$ cat src/rtl/gcm_pkg.sv
// Shared constants and types for the AES-GCM GHASH datapath.
package gcm_pkg;

  localparam int BLK_W = 128;

  // Reduction constant 1 + x + x^2 + x^7 in GCM bit order (bit 0 = x^0).
  localparam logic [0:BLK_W-1] GF_R = {8'he1, 120'b0};

  // Product strobe arrives on the 129th consecutive valid cycle.
  localparam int MUL_CYCLES = 129;

  typedef enum logic [1:0] {
    IDLE,
    ACCEPT,
    MUL,
    DONE
  } ghash_state_t;

endpackage

$ cat src/rtl/ghash_ctrl.sv
// GHASH sequencer: folds each accepted block into Y = (Y ^ X) * H using the
// external serial multiplier, and emits the final Y as the tag pre-image.
module ghash_ctrl
  import gcm_pkg::*;
#(
  parameter int MUL_TIMEOUT = 200
) (
  input  logic             iClk,
  input  logic             iRst,
  input  logic [0:BLK_W-1] iH,
  input  logic             iH_load,
  input  logic             iInit,
  input  logic [0:BLK_W-1] iBlk,
  input  logic             iBlk_valid,
  input  logic             iBlk_last,
  output logic             oBlk_ready,
  output logic [0:BLK_W-1] oMulA,
  output logic             oMulA_valid,
  output logic [0:BLK_W-1] oMulH,
  output logic             oMulH_valid,
  input  logic [0:BLK_W-1] iMulResult,
  input  logic             iMulResult_valid,
  output logic [0:BLK_W-1] oTag,
  output logic             oTag_valid,
  output logic             oErr
);

  localparam int               TMO_W    = (MUL_TIMEOUT > 1) ? $clog2(MUL_TIMEOUT) : 1;
  localparam logic [TMO_W-1:0] TMO_LAST = TMO_W'(MUL_TIMEOUT - 1);

  ghash_state_t     state_reg;
  logic [0:BLK_W-1] y_reg;
  logic [0:BLK_W-1] h_reg;
  logic             h_ok_reg;
  logic             last_reg;
  logic             mul_valid_reg;
  logic [TMO_W-1:0] tmo_cnt_reg;

  assign oMulH       = h_reg;
  assign oMulA_valid = mul_valid_reg;
  assign oMulH_valid = mul_valid_reg;

  always_ff @(posedge iClk) begin
    if (iRst) begin
      state_reg     <= IDLE;
      y_reg         <= '0;
      h_reg         <= '0;
      h_ok_reg      <= 1'b0;
      last_reg      <= 1'b0;
      mul_valid_reg <= 1'b0;
      tmo_cnt_reg   <= '0;
      oBlk_ready    <= 1'b0;
      oMulA         <= '0;
      oTag          <= '0;
      oTag_valid    <= 1'b0;
      oErr          <= 1'b0;
    end else begin
      oTag_valid <= 1'b0;

      // H must not move under the multiplier while it is indexing it.
      if (iH_load && (state_reg != MUL)) begin
        h_reg    <= iH;
        h_ok_reg <= 1'b1;
      end

      case (state_reg)
        IDLE: begin
          if (iInit && h_ok_reg) begin
            y_reg      <= '0;
            oBlk_ready <= 1'b1;
            state_reg  <= ACCEPT;
          end
        end

        ACCEPT: begin
          if (iBlk_valid) begin
            // A same-cycle iInit restarts the message with this block as its first.
            oMulA         <= (iInit ? '0 : y_reg) ^ iBlk;
            last_reg      <= iBlk_last;
            oBlk_ready    <= 1'b0;
            mul_valid_reg <= 1'b1;
            tmo_cnt_reg   <= '0;
            state_reg     <= MUL;
          end
          if (iInit) begin
            y_reg <= '0;
          end
        end

        MUL: begin
          if (iMulResult_valid) begin
            // Dropping valids on the strobe edge leaves the multiplier idle at count 0.
            y_reg         <= iMulResult;
            mul_valid_reg <= 1'b0;
            if (last_reg) begin
              oTag       <= iMulResult;
              oTag_valid <= 1'b1;
              state_reg  <= DONE;
            end else begin
              oBlk_ready <= 1'b1;
              state_reg  <= ACCEPT;
            end
          end else if (tmo_cnt_reg == TMO_LAST) begin
            oErr          <= 1'b1;
            mul_valid_reg <= 1'b0;
            state_reg     <= IDLE;
          end else begin
            tmo_cnt_reg <= tmo_cnt_reg + 1'b1;
          end
        end

        DONE: begin
          state_reg <= IDLE;
        end

        default: begin
          state_reg <= IDLE;
        end
      endcase
    end
  end

endmodule

$ cat config.mk
export PLATFORM = sky130hd
export DESIGN_NAME = ghash_ctrl
export DESIGN_NICKNAME = d
export VERILOG_FILES = /design/src/rtl/gcm_pkg.sv /design/src/rtl/ghash_ctrl.sv
export SDC_FILE = /design/constraint.sdc
export NUM_CORES = 1
export LEC_CHECK = 0
export BUFFER_PORTS_ARGS = -buffer_cell sky130_fd_sc_hd__clkbuf_2
export CORE_AREA = 2 2 303 305
export CTS_CLUSTER_DIAMETER = 80
export DETAILED_ROUTE_END_ITERATION = 10
export DIE_AREA = 0 0 305 307
export PLACE_DENSITY = 0.52
export SYNTH_ARGS = -nofsm -noshare
export SYNTH_HDL_FRONTEND = slang
export SYNTH_SLANG_ARGS = --single-unit
$ cat constraint.sdc
create_clock -name iClk -period 2.9 [get_ports iClk]
set_input_delay 0.29 -clock iClk [delete_from_list [all_inputs] [get_ports iClk]]
set_output_delay 0.29 -clock iClk [all_outputs]
set_load 0.03 [all_outputs]
==> impl_results.html, run 1 <==
<table>
<tr><th>Metric</th><th>Value</th></tr>
<tr><th colspan="2">Floorplanning</th></tr>
<tr><td>Full die area</td><td>0.0936 mm²</td></tr>
<tr><td>Starting Density</td><td>22.8%</td></tr>
<tr><td>Number of core rows</td><td>111</td></tr>
<tr><td>Number of I/O pins</td><td>780</td></tr>
<tr><td>Die W</td><td>305 µm</td></tr>
<tr><td>Vert. Die Dim</td><td>307 µm</td></tr>
<tr><td>Core Footprint</td><td>0.0907 mm²</td></tr>
<tr><th colspan="2">Global routing</th></tr>
<tr><td>Maximum number of pins on one net before global-route repair</td><td>103</td></tr>
<tr><td>Total congestion overflow</td><td>0</td></tr>
<tr><td>Global-route usage over all layers</td><td>16.5%</td></tr>
<tr><td>Initial antenna violation count</td><td>7</td></tr>
<tr><td>Wire length of the first global-routing pass</td><td>120 mm</td></tr>
<tr><td>Vias in the first global route</td><td>19.9k</td></tr>
<tr><th colspan="2">Worst setup path</th></tr>
<tr><td>Startpoint of the worst register-to-register path</td><td>state_reg[0]$_SDFFE_PP0P_</td></tr>
<tr><td>CP Class</td><td>flop to flop</td></tr>
<tr><td>Required time of the worst setup path</td><td>3390 ps</td></tr>
<tr><td>End of the worst register-to-register path</td><td>y_reg[99]$_SDFFE_PP0P_</td></tr>
<tr><td>Worst R2R Path Depth</td><td>7</td></tr>
<tr><td>Worst EP arrival</td><td>2860 ps</td></tr>
<tr><td>End point of the critical path</td><td>y_reg[99]$_SDFFE_PP0P_</td></tr>
<tr><td>Largest fanout on the critical path</td><td>67</td></tr>
<tr><td>Sort of element at the end of the critical path</td><td>flop</td></tr>
<tr><td>Launch point of the critical path</td><td>state_reg[0]$_SDFFE_PP0P_</td></tr>
<tr><td>Startpoint type of the worst setup path</td><td>flop</td></tr>
<tr><td>Setup slack on the worst flop-to-flop path</td><td>530 ps</td></tr>
<tr><th colspan="2">Yosys</th></tr>
<tr><td>Post-synthesis cell type with the largest combined area</td><td>sky130_fd_sc_hd__dfxtp_1</td></tr>
<tr><td>Post-synthesis net count</td><td>2,743</td></tr>
<tr><td>Synth cell types</td><td>45</td></tr>
<tr><td>Commonest register cell after synthesis</td><td>sky130_fd_sc_hd__dfxtp_1</td></tr>
<tr><td>Mean cell area of the mapped netlist</td><td>8.82 µm²</td></tr>
<tr><td>Synth area leaders</td><td>sky130_fd_sc_hd__dfxtp_1 51%, sky130_fd_sc_hd__nand2_1 9.5%, sky130_fd_sc_hd__a22oi_2 7.3%</td></tr>
<tr><td>Summed instance area of the synthesized netlist</td><td>0.0207 mm²</td></tr>
<tr><td>Number of synthesized flops with an enable pin</td><td>0</td></tr>
<tr><td>Share of the synthesized area in the top cell type</td><td>51.1%</td></tr>
<tr><td>Sequential area share after synthesis</td><td>51.1%</td></tr>
<tr><td>Synth warn</td><td>0</td></tr>
<tr><td>Post-synthesis async set-or-reset flop share</td><td>0%</td></tr>
<tr><td>Synthesized flop and latch total</td><td>528</td></tr>
<tr><td>Number of standard cells after synthesis</td><td>2,346</td></tr>
<tr><th colspan="2">Power</th></tr>
<tr><td>Pwr Density</td><td>704 mW/mm²</td></tr>
<tr><td>Net switching power of the design</td><td>7810 µW</td></tr>
<tr><td>Sequential cell fraction of total power</td><td>36.9%</td></tr>
<tr><td>Maximum resistive drop on vdd</td><td>0.000672 V</td></tr>
<tr><td>Portion of total power attributed to the clock network</td><td>37.3%</td></tr>
<tr><td>Internal power consumption</td><td>14,700 µW</td></tr>
<tr><td>Proportion of power drawn by combinational gates</td><td>25.8%</td></tr>
<tr><td>Leak Pwr</td><td>0.0128 µW</td></tr>
<tr><td>Switching share of total power</td><td>34.8%</td></tr>
<tr><th colspan="2">Routing</th></tr>
<tr><td>Iteration count of the initial detailed-routing pass</td><td>5</td></tr>
<tr><td>Met1 wire length</td><td>34.9 mm</td></tr>
<tr><td>Number of vias per cell after detailed routing</td><td>4.32</td></tr>
<tr><td>Total vias in the final route</td><td>20.2k</td></tr>
<tr><td>Routed Wire Length</td><td>81.9 mm</td></tr>
<tr><td>Met3 WL</td><td>4.88 mm</td></tr>
<tr><td>Antenna-violating nets left</td><td>0</td></tr>
<tr><td>First DRT Iteration DRCs</td><td>1,274</td></tr>
<tr><td>Routed length per instance</td><td>17.5 µm</td></tr>
<tr><td>Met2 layer wire length in the routed design</td><td>39.1 mm</td></tr>
<tr><td>Highest metal used</td><td>met5</td></tr>
<tr><td>Number of remaining DRC errors</td><td>0</td></tr>
<tr><th colspan="2">Worst hold path</th></tr>
<tr><td>Type of the tightest min-delay check</td><td>input pin to flop</td></tr>
<tr><th colspan="2">Flow run</th></tr>
<tr><td>Max cap viols</td><td>0</td></tr>
<tr><th colspan="2">Clocking</th></tr>
<tr><td>Hold buffer count at CTS</td><td>376</td></tr>
<tr><td>Inserted Clock Buffers</td><td>67</td></tr>
<tr><td>Total clock sinks</td><td>528</td></tr>
<tr><td>H-Tree Depth</td><td>3</td></tr>
<tr><td>Maximum clock insertion buffer count</td><td>3</td></tr>
<tr><td>Clock Tree Root</td><td>sky130_fd_sc_hd__clkbuf_16</td></tr>
<tr><td>Register clock-pin slew on the reported worst setup and hold paths</td><td>60 ps</td></tr>
<tr><td>TritonCTS clock tree</td><td>done</td></tr>
<tr><td>Setup repair bufs after CTS</td><td>0</td></tr>
<tr><td># resized after CTS</td><td>0</td></tr>
<tr><td>Clock insertion delay at the later pin of the skew report</td><td>630 ps</td></tr>
<tr><th colspan="2">Finish</th></tr>
<tr><td>Final layout net count</td><td>3,839</td></tr>
<tr><td>Layout Utilization</td><td>35.2%</td></tr>
<tr><td>Layout cell share with drive strength beyond 1</td><td>30.8%</td></tr>
<tr><td>Area growth from synthesis to layout</td><td>54.3%</td></tr>
<tr><th colspan="2">STA</th></tr>
<tr><td>Relative slew slack</td><td>58.6%</td></tr>
<tr><td>Worst setup skew after layout</td><td>31.7 ps</td></tr>
<tr><td>Actual slew at the worst max-slew pin</td><td>605 ps</td></tr>
<tr><td>Final max-slew violation count</td><td>0</td></tr>
<tr><td>Final clock period utilization by the worst path</td><td>81.6%</td></tr>
<tr><td>Final hold viol count</td><td>0</td></tr>
<tr><td>Final setup violation count</td><td>0</td></tr>
<tr><td>Setup repair after global routing missed its margin</td><td>false</td></tr>
<tr><td>Maximum operating frequency</td><td>422 MHz</td></tr>
<tr><td>Post-layout minimum cycle time</td><td>2370 ps</td></tr>
<tr><td>Setup TNS</td><td>0 ps</td></tr>
<tr><th colspan="2">Placed design</th></tr>
<tr><td>Port Buffer Count</td><td>779</td></tr>
<tr><td>Placer's final routability congestion estimate</td><td>0.817</td></tr>
<tr><td>Detailed Place HPWL</td><td>58.0 mm</td></tr>
<tr><th colspan="2">Outcome</th></tr>
<tr><td>Status</td><td>finished, final reports clean</td></tr>
</table>
-- Yosys cell counts (all sizes together) (4+ instances only) --
cell,n
clkbuf,143
nor2b,131
buf,45
dfxtp,528
xnor2,128
a22oi,128
nor2,264
o21ai,7
ha,6
a21oi,264
nand2,521
a31oi,4
inv,4
a211oi,129
nand3,8
-- worst max-delay path, cell delays in order (launching register included) --
cell and delay [ps]:
sky130_fd_sc_hd__dfxtp_1 390, sky130_fd_sc_hd__inv_1 100, sky130_fd_sc_hd__ha_1 390, sky130_fd_sc_hd__and3b_1 210, sky130_fd_sc_hd__or4_4 460, sky130_fd_sc_hd__buf_12 200
sky130_fd_sc_hd__a22oi_2 240, sky130_fd_sc_hd__nor2_1 60
-- layout make-up --
cell class | instances | area (µm²)
diodes | 7 | 17.5
clock buffers | 89 | 1840
clock inverters | 30 | 385
fillers | 9321 | 58800
inverters | 4 | 15.0
multi-input cells | 1626 | 9240
flip-flops and latches | 528 | 10600
well taps | 1186 | 1480
repair buffers | 1215 | 8380
-- placed cells by master (no fill, tap or decap), drive strengths merged, types with 4 or more instances in the layout --
cell,synthesis,final
nor2,264,264
o21ai,7,7
clkinvlp,0,5
a31oi,4,4
a211oi,129,129
inv,4,8
nand2,521,521
a22oi,128,128
clkinv,0,18
clkbuf,143,866
buf,45,62
a21oi,264,264
ha,6,6
nand3,8,8
dfxtp,528,528
xnor2,128,128
diode,0,7
nor2b,131,131
dlygate4sd3,0,376
-- worst min path at each step --
stage	from	cells past startpoint	to	slack, ps
2_1_floorplan	iH[0]	2	oMulH[0]$_SDFFE_PP0P_	430
3_3_place_gp	oTag[68]$_SDFFE_PP0P_	2	oTag[68]$_SDFFE_PP0P_	440
3_5_place_dp	oTag[46]$_SDFFE_PP0P_	2	oTag[46]$_SDFFE_PP0P_	450
4_1_cts	iBlk[48]	3	oMulA[48]$_SDFFE_PP0P_	0.6
5_1_grt	iMulResult[124]	3	y_reg[124]$_SDFFE_PP0P_	10
6_report	iMulResult[122]	3	y_reg[122]$_SDFFE_PP0P_	40
-- power groups by stage --
| stage | combinational, µW | clock (µW) | sequential, µW |
|---|---|---|---|
| final | 5790 | 8380 | 8300 |
| after global routing | 6210 | 8950 | 8370 |
| after CTS | 5840 | 8630 | 8290 |
| after detailed placement | 5400 | 0 | 8450 |
| after global placement | 5380 | 0 | 8430 |
| after floorplan | 2620 | 0 | 9610 |
-- kinds of logic (layout without fill, tap and decap cells) --
| logic type | count (synthesis) | count (layout) | share of synthesized area [%] |
|---|---|---|---|
| flip-flops | 528 | 528 | 51.1 |
| other | 0 | 7 | 0 |
| adder cells (fa/ha/maj) | 6 | 6 | 0.363 |
| multiplexers | 1 | 1 | 0.0484 |
| AO/OA/AOI/OAI | 540 | 540 | 19.2 |
| XOR/XNOR | 128 | 128 | 5.42 |
| buffers and inverters | 192 | 1338 | 4.46 |
| AND/OR/NAND/NOR | 951 | 951 | 19.4 |
-- per-stage QoR --
stage               area [µm²]  total power (µW)  worst slack [ps]  instances  hold WS [ps]
floorplan                20700             12200               878       2346           426
global placement         25900             13800               639       4183           441
detailed placement       25900             13800               613       4183           445
CTS                      31900             22800               616       4678         0.568
global route             31900             23500               490       4682          13.8
finish                   31900             22500               532       4685          41.7
-- layer usage --
metal  vias up  track usage, %
met5         -               0
met4         2            7.11
met3       170            4.06
met2       657            27.7
met1      9379            20.2
li1      10028               -
(Power assumes the default switching activity.)
==> inputs of run 2 (changes only) <==
==> constraint.sdc (replaced) <==
create_clock -name iClk -period 2.4 [get_ports iClk]
set_input_delay 0.24 -clock iClk [delete_from_list [all_inputs] [get_ports iClk]]
set_output_delay 0.24 -clock iClk [all_outputs]
set_load 0.03 [all_outputs]
==> run 2 against run 1 <==
- sequential cell count did not move
- utilization rose by 0.18 points
- final area rose by 0.50%
- register-to-register slack got worse by 380 ps
- worst setup slack got worse by 380 ps
- clock-buffer cell count rose by 6
- first-iteration DRC count fell by 13%
- critical endpoint is now y_reg[104]$_SDFFE_PP0P_
- highest routed layer unchanged
==> impl_results.html, run 2 (synthesis gave the netlist of run 1 again) <==
<table>
<tr><th>Metric</th><th>Value</th></tr>
<tr><th colspan="2">STA</th></tr>
<tr><td>Final max-slew violation count</td><td>0</td></tr>
<tr><td>Setup repair after global routing missed its margin</td><td>false</td></tr>
<tr><td>Actual slew at the worst max-slew pin</td><td>614 ps</td></tr>
<tr><td>Worst setup skew after layout</td><td>24.8 ps</td></tr>
<tr><td>Setup TNS</td><td>0 ps</td></tr>
<tr><td>Final hold viol count</td><td>0</td></tr>
<tr><td>Final clock period utilization by the worst path</td><td>93.8%</td></tr>
<tr><td>Post-layout minimum cycle time</td><td>2250 ps</td></tr>
<tr><td>Maximum operating frequency</td><td>444 MHz</td></tr>
<tr><td>Relative slew slack</td><td>58.6%</td></tr>
<tr><td>Final setup violation count</td><td>0</td></tr>
<tr><th colspan="2">Power</th></tr>
<tr><td>Internal power consumption</td><td>18,300 µW</td></tr>
<tr><td>Maximum resistive drop on vdd</td><td>0.000437 V</td></tr>
<tr><td>Switching share of total power</td><td>33.5%</td></tr>
<tr><td>Net switching power of the design</td><td>9230 µW</td></tr>
<tr><td>Leak Pwr</td><td>0.0129 µW</td></tr>
<tr><td>Pwr Density</td><td>858 mW/mm²</td></tr>
<tr><td>Sequential cell fraction of total power</td><td>36.4%</td></tr>
<tr><td>Proportion of power drawn by combinational gates</td><td>26.1%</td></tr>
<tr><td>Portion of total power attributed to the clock network</td><td>37.5%</td></tr>
<tr><th colspan="2">Floorplanning</th></tr>
<tr><td>Core Footprint</td><td>0.0907 mm²</td></tr>
<tr><td>Full die area</td><td>0.0936 mm²</td></tr>
<tr><td>Starting Density</td><td>22.8%</td></tr>
<tr><td>Die W</td><td>305 µm</td></tr>
<tr><td>Vert. Die Dim</td><td>307 µm</td></tr>
<tr><td>Number of core rows</td><td>111</td></tr>
<tr><td>Number of I/O pins</td><td>780</td></tr>
<tr><th colspan="2">Routing</th></tr>
<tr><td>Iteration count of the initial detailed-routing pass</td><td>7</td></tr>
<tr><td>Routed Wire Length</td><td>81.7 mm</td></tr>
<tr><td>Total vias in the final route</td><td>20.2k</td></tr>
<tr><td>Number of vias per cell after detailed routing</td><td>4.31</td></tr>
<tr><td>Number of remaining DRC errors</td><td>0</td></tr>
<tr><td>Antenna-violating nets left</td><td>0</td></tr>
<tr><td>First DRT Iteration DRCs</td><td>1,107</td></tr>
<tr><td>Routed length per instance</td><td>17.4 µm</td></tr>
<tr><th colspan="2">Placed design</th></tr>
<tr><td>Placed instance count</td><td>4,185</td></tr>
<tr><td>Port Buffer Count</td><td>779</td></tr>
<tr><td>Placer's final routability congestion estimate</td><td>0.825</td></tr>
<tr><td>Detailed Place HPWL</td><td>58.0 mm</td></tr>
<tr><th colspan="2">Worst setup path</th></tr>
<tr><td>Sort of element at the end of the critical path</td><td>flop</td></tr>
<tr><td>Largest fanout on the critical path</td><td>36</td></tr>
<tr><td>Highest cell delay on the worst timing path</td><td>730 ps</td></tr>
<tr><td>List of cells traversed by the critical path</td><td>inv_1, ha_1, a21boi_1, or4_4, buf_12, a22oi_2, nor2_1</td></tr>
<tr><td>CP top delay family</td><td>simple AND/OR/NAND/NOR gates</td></tr>
<tr><td>Required time of the worst setup path</td><td>2890 ps</td></tr>
<tr><td>Combined buffer and inverter count along the critical path</td><td>2</td></tr>
<tr><td>Worst EP arrival</td><td>2740 ps</td></tr>
<tr><td>Standard cell with the maximum stage delay on the critical path</td><td>sky130_fd_sc_hd__or4_4</td></tr>
<tr><td>Startpoint type of the worst setup path</td><td>flop</td></tr>
<tr><td>CP Class</td><td>flop to flop</td></tr>
<tr><th colspan="2">Clocking</th></tr>
<tr><td>H-Tree Depth</td><td>3</td></tr>
<tr><td>Setup repair bufs after CTS</td><td>0</td></tr>
<tr><td>TritonCTS clock tree</td><td>done</td></tr>
<tr><td>Maximum clock insertion buffer count</td><td>3</td></tr>
<tr><td>Clock Tree Root</td><td>sky130_fd_sc_hd__clkbuf_16</td></tr>
<tr><td>Inserted Clock Buffers</td><td>66</td></tr>
<tr><td>Total clock sinks</td><td>528</td></tr>
<tr><td>Register clock-pin slew on the reported worst setup and hold paths</td><td>60 ps</td></tr>
<tr><td>Clock insertion delay at the later pin of the skew report</td><td>620 ps</td></tr>
<tr><th colspan="2">Global routing</th></tr>
<tr><td>Vias in the first global route</td><td>20.1k</td></tr>
<tr><td>Global-route usage over all layers</td><td>16.8%</td></tr>
<tr><td>Initial antenna violation count</td><td>7</td></tr>
<tr><td>Wire length of the first global-routing pass</td><td>122 mm</td></tr>
<tr><td>Total congestion overflow</td><td>0</td></tr>
<tr><td>Maximum number of pins on one net before global-route repair</td><td>84</td></tr>
<tr><th colspan="2">Finish</th></tr>
<tr><td>Most common cell after layout, fill and taps aside</td><td>sky130_fd_sc_hd__clkbuf_2</td></tr>
<tr><td>Area growth from synthesis to layout</td><td>55.1%</td></tr>
<tr><td>Final layout net count</td><td>3,850</td></tr>
<tr><td>Count of non-filler cells in the finished layout</td><td>4,690</td></tr>
<tr><td>Layout cell share with drive strength beyond 1</td><td>30.8%</td></tr>
<tr><td>Commonest non-fill, non-tap cells in the layout</td><td>777 x sky130_fd_sc_hd__clkbuf_2, 528 x sky130_fd_sc_hd__dfxtp_1, 521 x sky130_fd_sc_hd__nand2_1, 386 x sky130_fd_sc_hd__dlygate4sd3_1</td></tr>
<tr><th colspan="2">Flow run</th></tr>
<tr><td>Max cap viols</td><td>0</td></tr>
<tr><th colspan="2">Worst hold path</th></tr>
<tr><td>Type of the tightest min-delay check</td><td>input pin to flop</td></tr>
<tr><th colspan="2">Outcome</th></tr>
<tr><td>Status</td><td>finished, final reports clean</td></tr>
</table>
-- run 2: cell count changes in the layout (fill, tap and decap cells not counted), moves of 3 or more --
| cell | before | now |
|---|---|---|
| sky130_fd_sc_hd__inv_6 | 2 | 6 |
| sky130_fd_sc_hd__clkbuf_1 | 14 | 8 |
| sky130_fd_sc_hd__clkinv_2 | 11 | 4 |
| sky130_fd_sc_hd__clkinv_16 | 4 | 0 |
| sky130_fd_sc_hd__clkinvlp_4 | 5 | 2 |
| sky130_fd_sc_hd__clkbuf_8 | 8 | 20 |
| sky130_fd_sc_hd__dlygate4sd3_1 | 376 | 386 |
-- run 2: metrics by stage --
| step | hold slack, ps | setup WS (ps) | power (µW) | area [µm²] | utilization (%) |
|---|---|---|---|---|---|
| floorplan | 376 | 378 | 14800 | 20700 | - |
| global placement | 442 | 156 | 16800 | 25900 | 28.6 |
| CTS | 9.71 | 104 | 27900 | 32100 | 35.4 |
| global route | 45.4 | 27.4 | 28800 | 32100 | 35.4 |
| finish | 58.0 | 149 | 27500 | 32100 | 35.4 |
| detailed placement | 446 | 143 | 16900 | 25900 | 28.6 |
-- run 2: path summary, 6_finish.rpt --
| check | cells past startpoint | slack (ps) | end | startpoint |
|---|---|---|---|---|
| hold reg to reg | 2 | 450 | oMulH[47]$_SDFFE_PP0P_ | oMulH[47]$_SDFFE_PP0P_ |
| setup / recovery | 7 | 150 | y_reg[104]$_SDFFE_PP0P_ | state_reg[0]$_SDFFE_PP0P_ |
| hold / removal | 3 | 60 | oMulA[120]$_SDFFE_PP0P_ | iBlk[120] |
| setup reg to reg | 7 | 150 | y_reg[104]$_SDFFE_PP0P_ | state_reg[0]$_SDFFE_PP0P_ |
-- run 2: per-layer routing --
metal,GRT usage [%],routed length [µm]
met3,3.99,4650
met1,20.3,34800
met5,0.568,91
met4,7.69,2970
met2,28.2,39200
-- run 2: tightest hold or removal path: cells and delay by family --
kind / cells / cell delay (ps)
xor+xnor: 1 / 170
buf+inv: 1 / 120
compound gates: 1 / 80
-- run 2: cell type report --
class	count	area (µm²)
fillers	9324	58600
flip-flops and latches	528	10600
multi-input cells	1626	9250
repair buffers	1227	8500
clock buffers	95	1980
well taps	1186	1480
clock inverters	19	270
inverters	4	15.0
diodes	5	12.5
-- run 2: what timing repair did --
item | in CTS | in global routing
resized for setup | 0 | 1
setup endpoints to repair | 0 | 18
hold buffers | 386 | 0
hold endpoints to repair | 508 | 0
-- run 2: power by group through the flow --
stage	registers [µW]	logic [µW]	clock network (µW)
after floorplan	11600	3160	0
final	10000	7180	10300
after global placement	10200	6660	0
after detailed placement	10200	6680	0
after CTS	10000	7230	10700
after global routing	10100	7690	11000
